--- src/rtl/serial_paralelo_sync_pkg.sv ---
// -----------------------------------------------------------------------------
// serial_paralelo_sync_pkg
// Shared definitions for the serial-to-parallel word aligner.
//   state_t       : aligner state encoding (SEARCH / ALIGN / LOCKED)
//   DEFAULT_COMMA : default alignment symbol (8'hBC)
//   COMMA_CNT_W   : width of the consecutive-comma counter (LOCK_COUNT <= 15)
// -----------------------------------------------------------------------------
package serial_paralelo_sync_pkg;

    typedef enum logic [1:0] {
        SEARCH = 2'd0,
        ALIGN  = 2'd1,
        LOCKED = 2'd2
    } state_t;

    localparam logic [7:0] DEFAULT_COMMA = 8'hBC;

    localparam int COMMA_CNT_W = 4;

endpackage

--- src/rtl/serial_paralelo_sync_if.sv ---
// -----------------------------------------------------------------------------
// serial_paralelo_sync_if
// Bundles the data-path signals of the serial-to-parallel aligner.
//   enb     : clock enable; low holds all state and forces valid to 0
//   entrada : serial input bit, MSB of each word first
//   salidas : last word captured while locked
//   valid   : one-cycle pulse when salidas is updated
//   k_out   : high while salidas holds the comma symbol
//   active  : high while the aligner is locked
// Modports: master drives enb/entrada, slave (the aligner) drives the rest.
// -----------------------------------------------------------------------------
interface serial_paralelo_sync_if #(
    parameter int WIDTH = 8
) ();

    logic             enb;
    logic             entrada;
    logic [WIDTH-1:0] salidas;
    logic             valid;
    logic             k_out;
    logic             active;

    modport master (
        output enb,
        output entrada,
        input  salidas,
        input  valid,
        input  k_out,
        input  active
    );

    modport slave (
        input  enb,
        input  entrada,
        output salidas,
        output valid,
        output k_out,
        output active
    );

endinterface

--- src/rtl/serial_paralelo_sync.sv ---
// -----------------------------------------------------------------------------
// serial_paralelo_sync
// Serial-to-parallel converter with comma-based word alignment. Bits are
// shifted in MSB first; the aligner hunts for COMMA on every bit, then
// requires LOCK_COUNT consecutive commas on word boundaries before it locks
// and starts delivering words on salidas with a one-cycle valid pulse.
// Ports:
//   clk   : single clock, rising edge
//   reset : synchronous, active-low reset (has priority over enb)
//   bus   : serial_paralelo_sync_if.slave (enb, entrada, salidas, valid,
//           k_out, active)
// Parameters:
//   WIDTH      : bits per parallel word (4..32)
//   COMMA      : WIDTH-bit alignment symbol
//   LOCK_COUNT : consecutive aligned commas needed for lock (1..15)
// -----------------------------------------------------------------------------
module serial_paralelo_sync
    import serial_paralelo_sync_pkg::*;
#(
    parameter int               WIDTH      = 8,
    parameter logic [WIDTH-1:0] COMMA      = WIDTH'(DEFAULT_COMMA),
    parameter int               LOCK_COUNT = 4
) (
    input  logic                  clk,
    input  logic                  reset,
    serial_paralelo_sync_if.slave bus
);

    localparam int                     BIT_CNT_W   = $clog2(WIDTH);
    localparam logic [BIT_CNT_W-1:0]   LAST_BIT    = BIT_CNT_W'(WIDTH - 1);
    localparam logic [COMMA_CNT_W-1:0] LOCK_TARGET = COMMA_CNT_W'(LOCK_COUNT);

    state_t                 state_q,     state_d;
    logic [WIDTH-1:0]       sr_q,        sr_d;
    logic [BIT_CNT_W-1:0]   bit_cnt_q,   bit_cnt_d;
    logic [COMMA_CNT_W-1:0] comma_cnt_q, comma_cnt_d;
    logic [WIDTH-1:0]       salidas_q,   salidas_d;
    logic                   valid_q,     valid_d;
    logic                   k_out_q,     k_out_d;

    logic [WIDTH-1:0]       sr_next;
    logic                   boundary;
    logic                   next_is_comma;
    logic [BIT_CNT_W-1:0]   bit_cnt_inc;
    logic [COMMA_CNT_W-1:0] comma_cnt_inc;

    // The word is taken from the shifted value so that it appears on the
    // same edge that samples its last bit.
    assign sr_next       = {sr_q[WIDTH-2:0], bus.entrada};
    assign boundary      = (bit_cnt_q == LAST_BIT);
    assign next_is_comma = (sr_next == COMMA);
    assign bit_cnt_inc   = boundary ? '0 : bit_cnt_q + BIT_CNT_W'(1);
    assign comma_cnt_inc = comma_cnt_q + COMMA_CNT_W'(1);

    // Next-state logic: everything holds by default and valid drops, so a
    // low enb freezes the datapath (including a pending boundary) and only
    // valid is forced low.
    always_comb begin
        state_d     = state_q;
        sr_d        = sr_q;
        bit_cnt_d   = bit_cnt_q;
        comma_cnt_d = comma_cnt_q;
        salidas_d   = salidas_q;
        k_out_d     = k_out_q;
        valid_d     = 1'b0;

        if (bus.enb) begin
            sr_d = sr_next;
            case (state_q)
                SEARCH: begin
                    // Bit-by-bit hunt; a hit restarts the word counter so
                    // the next bit is bit 0 of an aligned word.
                    bit_cnt_d = '0;
                    if (next_is_comma) begin
                        comma_cnt_d = COMMA_CNT_W'(1);
                        state_d     = (LOCK_COUNT == 1) ? LOCKED : ALIGN;
                    end
                end
                ALIGN: begin
                    bit_cnt_d = bit_cnt_inc;
                    if (boundary) begin
                        if (next_is_comma) begin
                            comma_cnt_d = comma_cnt_inc;
                            if (comma_cnt_inc == LOCK_TARGET) begin
                                state_d = LOCKED;
                            end
                        end else begin
                            comma_cnt_d = '0;
                            state_d     = SEARCH;
                        end
                    end
                end
                LOCKED: begin
                    // Lock is sticky; only reset leaves this state.
                    bit_cnt_d = bit_cnt_inc;
                    if (boundary) begin
                        salidas_d = sr_next;
                        k_out_d   = next_is_comma;
                        valid_d   = 1'b1;
                    end
                end
                default: begin
                    state_d = SEARCH;
                end
            endcase
        end
    end

    // State register with synchronous active-low reset that wins over enb.
    always_ff @(posedge clk) begin
        if (!reset) begin
            state_q     <= SEARCH;
            sr_q        <= '0;
            bit_cnt_q   <= '0;
            comma_cnt_q <= '0;
            salidas_q   <= '0;
            valid_q     <= 1'b0;
            k_out_q     <= 1'b0;
        end else begin
            state_q     <= state_d;
            sr_q        <= sr_d;
            bit_cnt_q   <= bit_cnt_d;
            comma_cnt_q <= comma_cnt_d;
            salidas_q   <= salidas_d;
            valid_q     <= valid_d;
            k_out_q     <= k_out_d;
        end
    end

    assign bus.salidas = salidas_q;
    assign bus.valid   = valid_q;
    assign bus.k_out   = k_out_q;
    assign bus.active  = (state_q == LOCKED);

endmodule

--- src/flat_wrapper.sv ---
// flat-port wrapper written by rule: the top's interface ports become plain ports
module serial_paralelo_sync_flat import serial_paralelo_sync_pkg::*;
#(
    parameter int               WIDTH      = 8,
    parameter logic [WIDTH-1:0] COMMA      = WIDTH'(DEFAULT_COMMA),
    parameter int               LOCK_COUNT = 4
)
  (clk, reset, bus_enb, bus_entrada, bus_salidas, bus_valid, bus_k_out, bus_active);
  serial_paralelo_sync_if #(.WIDTH(WIDTH)) bus_i ();
  input  logic clk;
  input  logic reset;
  input wire logic [$bits(bus_i.enb)-1:0] bus_enb;
  input wire logic [$bits(bus_i.entrada)-1:0] bus_entrada;
  output wire logic [$bits(bus_i.salidas)-1:0] bus_salidas;
  output wire logic [$bits(bus_i.valid)-1:0] bus_valid;
  output wire logic [$bits(bus_i.k_out)-1:0] bus_k_out;
  output wire logic [$bits(bus_i.active)-1:0] bus_active;
  assign bus_i.enb = bus_enb;
  assign bus_i.entrada = bus_entrada;
  assign bus_salidas = bus_i.salidas;
  assign bus_valid = bus_i.valid;
  assign bus_k_out = bus_i.k_out;
  assign bus_active = bus_i.active;
  serial_paralelo_sync #(.WIDTH(WIDTH), .COMMA(COMMA), .LOCK_COUNT(LOCK_COUNT)) u_core (.clk(clk), .reset(reset), .bus(bus_i));
endmodule
--- config.mk ---
export PLATFORM = sky130hd
export DESIGN_NAME = serial_paralelo_sync_flat
export DESIGN_NICKNAME = d
export VERILOG_FILES = /design/src/rtl/serial_paralelo_sync_pkg.sv /design/src/rtl/serial_paralelo_sync_if.sv /design/src/rtl/serial_paralelo_sync.sv /design/src/flat_wrapper.sv
export SDC_FILE = /design/constraint.sdc
export NUM_CORES = 1
export LEC_CHECK = 0
export CAP_MARGIN = 20
export CORE_ASPECT_RATIO = 2
export CORE_UTILIZATION = 35
export DETAILED_ROUTE_END_ITERATION = 10
export PLACE_DENSITY = 0.51
export SLEW_MARGIN = 10
export SYNTH_ARGS = -nofsm -noshare
export SYNTH_HDL_FRONTEND = slang
export SYNTH_SLANG_ARGS = --single-unit
export TNS_END_PERCENT = 50
--- constraint.sdc ---
create_clock -name clk -period 3.75 [get_ports clk]
set_input_delay 0.75 -clock clk [delete_from_list [all_inputs] [get_ports clk]]
set_output_delay 0.75 -clock clk [all_outputs]
set_load 0.01 [all_outputs]
Yosys cells after proc, flatten, opt, wreduce, memory -nomap -nowiden
Cells that the tools add are included.

Register bits after elaboration: 26. Bits of input ports: 4. Output and inout port bits: 11. Logic and storage cells: 39.

Add/sub/neg operators: 2. Equality and inequality tests: 8. Mux-type cells: 12. Bitwise operators: 1. Reductions and logical operators: 9.

Operators with widths (number): $mux W4 (3); $eq A8 B8 Y1 const B (1); $mux W2 (4); $pmux W4 S2 (1); $pmux W2 S3 (1); $pmux W3 S2 (1); $reduce_and A3 Y1 (2); $reduce_and A5 Y1 (1); $add A4 B1 Y4 const B (1); $eq A4 B3 Y1 const B (1); $ne A2 B1 Y1 const B (2); $reduce_and A4 Y1 (1); $reduce_bool A2 Y1 (2); $add A3 B1 Y3 const B (1); $eq A3 B3 Y1 const B (1); $mux W3 (1); $ne A3 B3 Y1 const B (1); $eq A2 B1 Y1 const B (1); $eq A2 B2 Y1 const B (1); $logic_not A2 Y1 (1); $reduce_and A2 Y1 (1); $reduce_or A2 Y1 (1); $mux W1 (1); $not A1 Y1 (1).

Logic depth before layout (Yosys ltp)
Word-level depth: 6. Mapped depth: 6. Gate-level depth less buffers: 6.

Least setup slack after synthesis
No wires, ideal clock.

Path type: input port to flip-flop. From: input bus_entrada. To: register u_core.state_q[0]. Library setup time: 129 ps. Data arrival time: 1659 ps. Data required time: 3621 ps. Setup slack: 1961 ps. Stages: 4. Path through: or4b_4 nor3_4 a2111oi_2 mux2i_1.

Word-level cells in the longest chain between the ends: 4. Elaborated cells between the ends (all ways): 7. Classes of those cells: eq/ne (3); mux (3); reduce/logical (1).

Ends and longest elaborated chain: from (decl) (RTL line flat_wrapper.sv:13) `input wire logic [$bits(bus_i.entrada)-1:0] bus_entrada;`; $eq A8 B8 Y1 * (RTL line serial_paralelo_sync.sv:51) `assign next_is_comma = (sr_next == COMMA);`; $mux W2 (RTL line serial_paralelo_sync.sv:82) `if (next_is_comma) begin`; $mux W2 (RTL line serial_paralelo_sync.sv:81) `if (boundary) begin`; $pmux W2 S3 (RTL line serial_paralelo_sync.sv:69) `case (state_q)`; to (signal assigned) (RTL line serial_paralelo_sync.sv:120) `state_q <= state_d;`; to (decl) (RTL line serial_paralelo_sync.sv:33) `state_t state_q, state_d;`.

Mark *: on every way between the ends. The rest lies on a longest branch, timed or not. The select of a mux whose other input is x is not followed. A chain may end at the register's enable or synchronous reset.

Worst setup path in the final report
From: register u_core.state_q[0]. To: output bus_active.

Word-level cells in the longest chain between the ends: 1.

Ends and longest elaborated chain: $eq A2 B2 Y1 (RTL line serial_paralelo_sync.sv:133) `assign bus.active = (state_q == LOCKED);`; to (decl) (RTL line flat_wrapper.sv:17) `output wire logic [$bits(bus_i.active)-1:0] bus_active;`.

Every way passes these cells.

==> results.toml <==
[placement]
dpl_cell_area_mm2 = 0.00140
pre_cts_ws_ns = 1.19
port-buffer-count = 14
dp_cells = 181
place_congestion = 0.879
hpwl_um = 1960

[sta]
skew_ns = 0.00181
fmax_mhz = 433
hold_slack_ns = 0.461
drv_slew = 0
slew_headroom_pct = 54.3
fin_ws_ns = 1.44
fin_crit_sh_pct = 61.6
worst_pin_slew_ns = 0.684
setup_viol = 0
hold_violations = 0
fin_setup_tns_ns = 0
min_period_ns = 2.31
rsz0062_at_grt = "false"

[cells_and_area]
multi_input_area_um2 = 681
nFillCells = 334
areaGrowthSynthToFinish_pct = 19.0
final_nets = 166
fin_cells = 185
diodes = 0
regArea_um2 = 520
final_util_pct = 43.6
drive_gt1_share_pct = 7.84
fin_area_mm2 = 0.00147

[synthesis]
ys_types = 37
syn_nets = 151
synth_cells = 139
synth.area.mux_share_pct = 6.48
synth_compound_area_share_pct = 14.8
synth_top_family_by_area = "simple AND/OR/NAND/NOR gates"
synth_simple_gate_area_share_pct = 25.7
synth_seq_area_share_pct = 42.1
synth-seq-cells = 26
syn-mean-instance-area_um2 = 8.89
synthAdderAreaFrac_pct = 8.10
syn_area_mm2 = 0.00124
ys_warn_count = 0
synth_xor_area_share_pct = 0

[floorplan]
die_h_um = 86.0
row_count = 30
core_area_mm2 = 0.00338
fp.dieArea_mm2 = 0.00379
boundaryPins = 15
start_util_pct = 36.6
die_w_um = 44.0

[detailed_routing]
drt_drc_violations_left = 0
first_pass_iters = 6
drt-initial-drc-count = 34
wire_per_inst_um = 14.0
routed-via-count = 999
drtAntennaViolNets = 0
vias_per_cell = 5.40
wirelength_um = 2600

[cts]
cts_tree = "yes"
numCtsBuffers = 3
cts_hold_buffers = 0
cts_max_level = 1
clk_pin_slew_ns = 0.09
worstSkewPairLatency_ns = 0.27
cts_resized = 0
cts-root-buf = "clkbuf_8"
clk_path_buf_depth = 2
cts.sinks = 26
cts_setup_buffers = 0

[power]
power.density_mw_per_mm2 = 360
peakVddDrop_mv = 0.288
fin_total_pwr_uw = 529
power_leakage_nw = 0.567

[outcome]
status = "finished clean"

[critical_path]
cp.arrival_ns = 1.56
startpoint = "u_core.state_q[0]$_SDFFE_PN0P_"
cpMaxStageDelayCell = "clkdlybuf4s50_1"
worstPathCellList = "inv_1 > ha_1 > clkdlybuf4s50_1"
cpPeakStageDelay_ns = 0.58
critPathRequiredTime_ns = 3.00
path_max_fanout = 6
cp-end-kind = "output pin"
r2r_start = "u_core.comma_cnt_q[0]$_SDFFE_PN0P_"
path_class = "reg -> out"
startpoint_type = "flop"

[global_route]
grtUsageTotal_pct = 15.6
grt_pass1_wl_um = 4600
grt_max_degree = 24
antenna_found_initial = 0
grt_pass1_vias = 1057
grt_overflow_total = 0

[flow_run]
drv_cap = 0

[hold_path]
hp-start = "u_core.bus.salidas[4]$_SDFFE_PN0P_"
hp-class = "reg -> reg"
==> worst max-delay path, delay by kind of cell, from the launching register on <==
family,cells,cell delay [ns]
flip-flops,1,0.35
buffers and inverters,2,0.67
adder cells (fa/ha/maj),1,0.28
==> power by group <==
| part | total [mW] | internal (mW) | switching, mW | leakage [nW] |
|---|---|---|---|---|
| Combinational | 0.0188 | 0.00702 | 0.0117 | 0.322 |
| Sequential | 0.279 | 0.277 | 0.00172 | 0.210 |
| Clock | 0.231 | 0.143 | 0.0887 | 0.0357 |
| Total | 0.529 | 0.427 | 0.102 | 0.567 |
==> metal layers <==
metal	up-vias	track usage, %	wire, µm
met5	-	0	0
li1	524	-	-
met3	2	2.11	61
met1	461	17.7	1140
met4	0	6.89	25
met2	12	27.5	1370
==> cells in the final DEF, fill, tap and decap left out, drive strengths merged, types with 2 or more instances in the layout <==
master         instances
o21ai                  2
nor2b                  3
clkdlybuf4s50         14
nor4                   2
dfxtp                 26
mux2i                  8
nand4                  4
inv                    5
nor3                   3
nor2                  11
nand2                 25
clkbuf                 3
a31oi                  3
a211oi                 2
a21oi                 13
ha                     8
nand3                  4
==> cells in the mapped netlist <==
cell / n / area [µm²]
a2111oi_2: 1 / 15.0
a211oi_1: 2 / 15.0
a21bo_2: 1 / 10.0
a21oi_1: 13 / 65.1
a22oi_1: 1 / 7.51
a31oi_1: 3 / 18.8
and3_1: 1 / 6.26
and3b_1: 1 / 8.76
and4_2: 1 / 10.0
buf_2: 1 / 5.00
clkbuf_1: 3 / 11.3
dfxtp_1: 26 / 521
ha_1: 8 / 100
inv_1: 4 / 15.0
inv_2: 1 / 3.75
mux2i_1: 8 / 80.1
nand2_1: 25 / 93.8
nand2b_1: 1 / 6.26
nand3_1: 4 / 20.0
nand3b_1: 1 / 7.51
nand4_1: 4 / 25.0
nor2_1: 10 / 37.5
nor2_2: 1 / 6.26
nor2b_1: 3 / 18.8
nor3_1: 2 / 10.0
nor3_4: 1 / 16.3
nor4_1: 2 / 12.5
nor4b_2: 1 / 15.0
nor4bb_1: 1 / 10.0
o21a_1: 1 / 7.51
o21ai_0: 1 / 5.00
o21ai_1: 1 / 5.00
o21ba_1: 1 / 10.0
o22ai_1: 1 / 6.26
o311ai_1: 1 / 8.76
o41ai_1: 1 / 8.76
or4b_4: 1 / 13.8
==> cell families after synthesis <==
kind of cell    after synthesis
compound gates               28
fa+ha+maj                     8
buf+inv                       9
flops                        26
mux                           8
simple gates                 60
==> layout make-up <==
| class | instances | area share, % |
|---|---|---|
| tap | 32 | 2.72 |
| inverter | 5 | 1.28 |
| timing repair buffer | 14 | 9.52 |
| multi-input combinational | 104 | 46.3 |
| sequential | 26 | 35.4 |
| clock inverter | 1 | 2.04 |
| clock buffer | 3 | 2.81 |
==> registers in the layout (all words and copies together), names as in the netlist <==
name and count:
u_core.bit_cnt_q 3, u_core.sr_q 7, u_core.bus.k_out 1, u_core.bus.valid 1, u_core.state_q 2, u_core.comma_cnt_q 4
u_core.bus.salidas 8
==> path summary, 6_finish.rpt <==
check	slack, ns	to	cells past startpoint
worst max register to register	1.93	u_core.state_q[0]$_SDFFE_PN0P_	5
worst min register to register	0.46	u_core.bus.salidas[4]$_SDFFE_PN0P_	2
worst max-delay path	1.44	bus_active	3
worst min-delay path	0.46	u_core.bus.salidas[4]$_SDFFE_PN0P_	2
No activity file was read; power rests on OpenSTA's default activity.
